### config.mk
export PLATFORM = sky130hd
export DESIGN_NAME = serial_subtractor
export DESIGN_NICKNAME = d
export VERILOG_FILES = /design/src/rtl/serial_subtractor.sv
export SDC_FILE = /design/constraint.sdc
export NUM_CORES = 1
export LEC_CHECK = 0
export BUFFER_PORTS_ARGS = -buffer_cell sky130_fd_sc_hd__buf_2
export CORE_MARGIN = 8
export CORE_UTILIZATION = 58
export CTS_BUF_LIST = sky130_fd_sc_hd__clkbuf_16
export DETAILED_ROUTE_END_ITERATION = 16
export PLACE_DENSITY = 0.91
export SLEW_MARGIN = 20
export SYNTH_ARGS = -nofsm -noshare
export SYNTH_HDL_FRONTEND = slang
export SYNTH_SLANG_ARGS = --single-unit
### constraint.sdc
create_clock -name i_clk -period 4 [get_ports i_clk]
set_input_delay 0.6 -clock i_clk [delete_from_list [all_inputs] [get_ports i_clk]]
set_output_delay 0.6 -clock i_clk [all_outputs]
set_load 0.01 [all_outputs]
### src/rtl/serial_subtractor.sv
// ---------------------------------------------------------------------------
// serial_subtractor
//
// Bit-serial unsigned/two's-complement subtractor. A request on i_start while
// idle captures both operands; the difference is then produced one bit per
// clock, LSB first, through a single full-subtractor cell and a borrow flop.
// After WIDTH processing cycles the result and flags are published together
// with a one-cycle o_done pulse, and the block is ready again.
//
// Parameters
//   WIDTH       operand / result width in bits (2..32)
//
// Ports
//   i_clk       clock, rising-edge active
//   i_reset     synchronous, active-high reset
//   i_start     begin a subtraction (only honoured while idle)
//   i_a         minuend, captured on the accepting edge
//   i_b         subtrahend, captured on the accepting edge
//   o_busy      high while an operation is in progress
//   o_done      one-cycle pulse when the outputs below are updated
//   o_diff      (i_a - i_b) mod 2^WIDTH
//   o_borrow    final borrow out (i_a < i_b, unsigned)
//   o_zero      o_diff == 0
//   o_overflow  signed two's-complement overflow of i_a - i_b
// ---------------------------------------------------------------------------
module serial_subtractor #(
  parameter int WIDTH = 8
) (
  input  logic             i_clk,
  input  logic             i_reset,
  input  logic             i_start,
  input  logic [WIDTH-1:0] i_a,
  input  logic [WIDTH-1:0] i_b,
  output logic             o_busy,
  output logic             o_done,
  output logic [WIDTH-1:0] o_diff,
  output logic             o_borrow,
  output logic             o_zero,
  output logic             o_overflow
);

  // The counter must be able to hold WIDTH itself so its width is derived
  // from WIDTH+1; only values 0..WIDTH-1 are actually used while running.
  localparam int            CW       = $clog2(WIDTH + 1);
  localparam logic [CW-1:0] LAST_BIT = CW'(WIDTH - 1);

  typedef enum logic {
    IDLE = 1'b0,
    RUN  = 1'b1
  } state_t;

  state_t           state;
  state_t           state_next;

  logic [CW-1:0]    bit_cnt;
  logic [WIDTH-1:0] a_sr;
  logic [WIDTH-1:0] b_sr;
  logic [WIDTH-1:0] res_sr;
  logic             borrow_q;
  logic             a_msb;
  logic             b_msb;

  logic             accept;
  logic             last_step;
  logic             diff_bit;
  logic             borrow_next;
  logic [WIDTH-1:0] diff_shifted;

  // Full-subtractor cell working on the current LSBs of the operand shifters.
  assign diff_bit    = a_sr[0] ^ b_sr[0] ^ borrow_q;
  assign borrow_next = (~a_sr[0] & b_sr[0]) | (~(a_sr[0] ^ b_sr[0]) & borrow_q);

  // Result register as it will look after this edge's shift. On the final
  // step this is the complete difference, so the published outputs can be
  // loaded from it on the same edge instead of one cycle later.
  assign diff_shifted = {diff_bit, res_sr[WIDTH-1:1]};

  assign accept    = (state == IDLE) && i_start;
  assign last_step = (state == RUN) && (bit_cnt == LAST_BIT);

  assign o_busy = (state == RUN);

  // State register.
  always_ff @(posedge i_clk) begin
    if (i_reset) begin
      state <= IDLE;
    end else begin
      state <= state_next;
    end
  end

  // Next-state logic.
  always_comb begin
    state_next = state;
    case (state)
      IDLE: begin
        if (i_start) begin
          state_next = RUN;
        end
      end
      RUN: begin
        if (bit_cnt == LAST_BIT) begin
          state_next = IDLE;
        end
      end
      default: begin
        state_next = IDLE;
      end
    endcase
  end

  // Operand shifters, borrow flop and bit counter. Operands are only written
  // on the accepting edge, so later activity on i_a/i_b or a repeated
  // i_start during RUN cannot disturb an operation in flight.
  always_ff @(posedge i_clk) begin
    if (i_reset) begin
      a_sr     <= '0;
      b_sr     <= '0;
      res_sr   <= '0;
      borrow_q <= 1'b0;
      a_msb    <= 1'b0;
      b_msb    <= 1'b0;
      bit_cnt  <= '0;
    end else if (accept) begin
      a_sr     <= i_a;
      b_sr     <= i_b;
      res_sr   <= '0;
      borrow_q <= 1'b0;
      a_msb    <= i_a[WIDTH-1];
      b_msb    <= i_b[WIDTH-1];
      bit_cnt  <= '0;
    end else if (state == RUN) begin
      a_sr     <= {1'b0, a_sr[WIDTH-1:1]};
      b_sr     <= {1'b0, b_sr[WIDTH-1:1]};
      res_sr   <= diff_shifted;
      borrow_q <= borrow_next;
      if (last_step) begin
        bit_cnt <= '0;
      end else begin
        bit_cnt <= bit_cnt + 1'b1;
      end
    end
  end

  // Published result and flags. They only move on a completion edge (or
  // reset) so a consumer may sample them at any time after o_done.
  // The last diff_bit computed is the result MSB, used for overflow.
  always_ff @(posedge i_clk) begin
    if (i_reset) begin
      o_done     <= 1'b0;
      o_diff     <= '0;
      o_borrow   <= 1'b0;
      o_zero     <= 1'b0;
      o_overflow <= 1'b0;
    end else begin
      o_done <= last_step;
      if (last_step) begin
        o_diff     <= diff_shifted;
        o_borrow   <= borrow_next;
        o_zero     <= (diff_shifted == '0);
        o_overflow <= (a_msb != b_msb) && (diff_bit != a_msb);
      end
    end
  end

endmodule

* Word level (Yosys, flattened, before mapping)
Index checks and enable logic that the tools add are counted.
** Cells by class
- $add $sub $neg :: 1
- Equal/unequal tests :: 3
- Muxes and demuxes :: 8
- Bitwise logic cells :: 8
- Reduce and logical (&&, ||, !) cells :: 6
** Operators by type and width (number)
- 8-bit two-way mux :: 4
- 8-bit zero test :: 1
- 4-bit by 1-bit adder with 4-bit output, second input constant :: 1
- 4-bit by 3-bit == test with 1-bit output, second input constant :: 1
- 4-bit two-way mux :: 1
- 1-bit logical AND :: 3
- 1-bit NOT :: 3
- 1-bit bitwise AND :: 2
- 1-bit two-way mux :: 2
- 1-bit inequality test :: 2
- 1-bit case mux with 2 select lines :: 1
- 2-bit nonzero test :: 1
- 2-bit OR reduction :: 1
- 1-bit bitwise XOR :: 2
- 1-bit bitwise OR :: 1
** Storage, ports and cells
- Flip-flop bits (word level) :: 44
- Input bits :: 19

* Depth between registers and ports, before layout
- Depth after elaboration :: 4
- Depth in mapped cells :: 5
- Gate-level depth less buffers :: 5

* Worst setup path before layout
OpenSTA, ideal clock, no wires.
- Path kind :: input to register
- Start point :: in i_start
- End point :: reg a_sr[3]
- Library setup time :: 0.128 ns
- Arrival :: 1.318 ns
- Path slack :: 2.555 ns
- Stages :: 5
- Buffers on the path :: 2
- Cell sequence :: buf_6 buf_6 mux2_4 mux2i_1 nor2_1
** On the way
- Longest elaborated chain between the ends :: 2
- Elaborated cells between the ends (all ways) :: 3
** RTL lines
- start, declared :: RTL line 31 : input logic i_start,
- 1-bit logical AND (*) :: RTL line 78 : assign accept = (state == IDLE) && i_start;
- 8-bit two-way mux or 2-bit nonzero test (tied branches)
- end signal, assigned :: RTL line 125 : a_sr <= i_a;
- end signal, assigned :: RTL line 133 : a_sr <= {1'b0, a_sr[WIDTH-1:1]};
- end, declared :: RTL line 56 : logic [WIDTH-1:0] a_sr;
Every way passes the cells marked *; elsewhere a longest branch is shown, timed or not.
A chain may end at the register's enable or synchronous reset.

* Worst setup path in the final report
- Start point :: reg state (netlist: o_busy)
- End point :: out o_busy
** RTL lines
- start, declared :: RTL line 52 : state_t state;
- start signal, assigned :: RTL line 88 : state <= state_next;
- end, declared :: RTL line 34 : output logic o_busy,
No word-level cell between the ends.

==> impl_results.md <==
- Crit path launch type: register
- Core box area: 0.003028 sq mm
- Clock buffer depth: 2
- Number of flops mapped to enable cells by yosys: 0
- Worst hold margin: 0.4537 ns
- Largest voltage drop on the vdd net: 0.0003373 V
- Synth async-reset ratio: 0%
- Layout cells sized above 1: 26.79%
- Peak Freq: 505.7 MHz
- Boundary Pins: 32
- Critical Path End Type: primary output
- PostCTS Resize Cnt: 0
- Most used standard cells in the synthesized netlist: dfxtp_1 (43), nor2_1 (31), mux2i_1 (26), nand2_1 (20), a21oi_1 (11)
- Portion of total power attributed to the clock network: 44.6%
- Final worst setup slack: 2.022 ns
- Chip width: 72.26 um
- Total vias in the final route: 1319
- Net Count, Synth: 203
- Clock tree root buffer cell: clkbuf_16
- H-Tree Level Count: 2
- Final non-filler cell total: 253
- Number of vias per cell after detailed routing: 5.213
- Antenna violations before repair: 0
- Worst Path Required: 3.40 ns
- Final WL: 3.429 mm
- Area contributors post-synth: dfxtp_1 (47%), mux2i_1 (14%), nor2_1 (6.3%)
- # diodes: 0
- TritonCTS clock tree: done
- RSZ-0062 raised after global routing: false
- Total instance count after detailed placement: 246
- Length of the first detailed-routing pass in iterations: 4
- Slew at the pin with the worst max-slew slack: 0.7832 ns
- Highest net fanout along the worst path: 19
- Rows: 20
- Top_reg_cell synth: dfxtp_1
- Clock insertion delay at the later pin of the skew report: 0.28 ns
- Clock period minus final worst setup slack: 1.978 ns
- Remaining Overflow, GRT: 0
- Met3 Track Usage GR: 4.959%
- Setup CP Type: register to primary output
- Switching power total: 197.3 uW
- Cells after Synth: 182
- Largest delay share family, worst path: flip-flops
- Chip height: 72.26 um
- Fraction of power consumed by sequential logic: 46.8%
- Largest incremental delay on the critical path: 0.83 ns
- Setup violators final: 0
- Power per standard cell area: 458.3 mW/mm^2
- Number of global-route vias before repair: 1277
- Buffers added on ports: 31
- Wire length of the first global-routing pass: 5.789 mm
- Final critical-path share of the clock period: 49.44%
- Clock transition at path regs: 0.05 ns
- Number of CTS-inserted buffers: 5
- Post-synthesis sequential area ratio: 46.90%
- DR DRC count: 0
- Largest net degree at the start of global routing: 33
- Effective utilization at floorplan: 60.62%
- Final #Nets: 230
- Signal arrival time at the worst endpoint: 1.38 ns
- Met1 Use GR: 15.00%
- Clock Skews: 0.002677 ns
- Remaining number of nets flagged by the antenna check after routing: 0
- Most utilized layer in the global route result: met2
- Final total negative setup slack: 0 ns
- Met2 global-route usage: 24.47%
- Number of distinct library cell variants in the gate-level netlist after synthesis: 30
- Fin. Hold Viols: 0
- Outcome: finished, final reports clean
- Max-cap violation count: 0
- Total setup buffers inserted after CTS: 0
- Static leakage power: 0.0009049 uW
- Internal portion of total power: 775.7 uW
- Yosys top cell area share: 46.90%
- Cell area after synthesis: 0.001836 sq mm
- Die footprint: 0.005221 sq mm
- Number of warnings issued by yosys: 0
- Logic gate share of total power: 8.6%
- Type of the most critical hold path: register to register
- Hold bufs inserted after CTS: 0
- Slowest library cell on the worst path: dfxtp_1
- Synthesized flop and latch total: 43
- Library cell occupying the most area in the post-synthesis netlist: dfxtp_1
- Cells traversed along the worst timing path: buf_2
- Initial DRC count: 120
- Slew headroom: 47.72%
- Switching power share of the total: 20.28%
- Worst setup slack after placement: 2.183 ns
- Synth Area per Inst: 10.09 sq um
- Final estimated routing congestion in global placement: 0.7216
- Post-DR wirelength/cell: 13.55 um
- Clock net sink count: 43
- HPWL after DPL: 2.174 mm
- Area Growth Syn to Fin: 15.68%
- Max-slew violation total from the final report: 0
- Count leader, synth: dfxtp_1
- Buffer and inverter count on the worst path: 1
- Global router's overall resource usage: 14.04%
logic make-up (layout without fill, tap and decap cells):
family / count (synthesis) / count (layout) / share of synthesized area (%)
muxes: 40 / 40 / 24.20
xor gates and xnor gates: 1 / 1 / 0.4773
AOI/OAI and AO/OA: 16 / 16 / 4.976
buffers and inverters: 14 / 41 / 5.249
DFF: 43 / 43 / 46.90
adders and majority gates: 2 / 2 / 1.772
and+or+nand+nor: 66 / 66 / 16.43
final timing paths:
| path | from | slack (ns) | end | depth (start not counted) |
|---|---|---|---|---|
| setup / recovery | o_busy | 2.02 | o_busy | 1 |
| hold / removal | o_diff[4] | 0.45 | o_diff[4] | 2 |
| setup reg to reg | o_busy | 2.14 | o_overflow | 3 |
| hold reg to reg | o_diff[4] | 0.45 | o_diff[4] | 2 |
placed cells by master, fill, tap and decap left out, drive strengths merged:
| cell type | count |
|---|---|
| bufinv | 1 |
| fa | 1 |
| or2 | 1 |
| nand4b | 1 |
| and4b | 1 |
| mux2 | 14 |
| xor2 | 1 |
| a21oi | 12 |
| nor4 | 2 |
| a211oi | 3 |
| nand4 | 1 |
| clkbuf | 5 |
| ha | 1 |
| buf | 32 |
| nor2 | 31 |
| inv | 3 |
| nor2b | 2 |
| dfxtp | 43 |
| nand3 | 1 |
| nand2b | 1 |
| nand3b | 1 |
| nor3 | 3 |
| o21ai | 1 |
| nand2 | 20 |
| mux2i | 26 |
| or3 | 1 |
flip-flops by register name, indices dropped and copies added (netlist names):
signal      count
a_msb           1
o_overflow      1
b_sr            8
o_diff          8
bit_cnt         4
o_borrow        1
o_busy          1
borrow_q        1
res_sr          7
o_zero          1
b_msb           1
o_done          1
a_sr            8
per-layer routing:
metal / up-vias / share of wire (%)
met2: 29 / 51
met4: 0 / 1.5
met5: - / 0
li1: 668 / -
met3: 6 / 5.8
met1: 616 / 42
area by class of cell:
class                      instances  area, sq um
fill                             202        904.6
multi-input combinational        125        878.3
sequential                        43        860.8
timing repair buffer              32        162.7
clock buffer                       5        125.1
tap                               44        55.05
clock inverter                     2        33.78
inverter                           2        7.507
power groups by stage:
stage | sequential (uW) | clock (uW) | combinational [uW]
floorplan | 458 | 0 | 72.7
global placement | 464 | 0 | 79.9
detailed placement | 464 | 0 | 81.6
CTS | 455 | 439 | 83.9
global route | 457 | 463 | 91.5
finish | 455 | 434 | 83.3
metrics by stage:
stage	total power, uW	utilization [%]	area [sq um]
detailed placement	546.1	64.88	1964
floorplan	530.9	-	1836
global placement	543.6	64.88	1964
global route	1012	70.12	2123
finish	973.1	70.12	2123
CTS	977.9	70.12	2123
(Power assumes the default switching activity.)
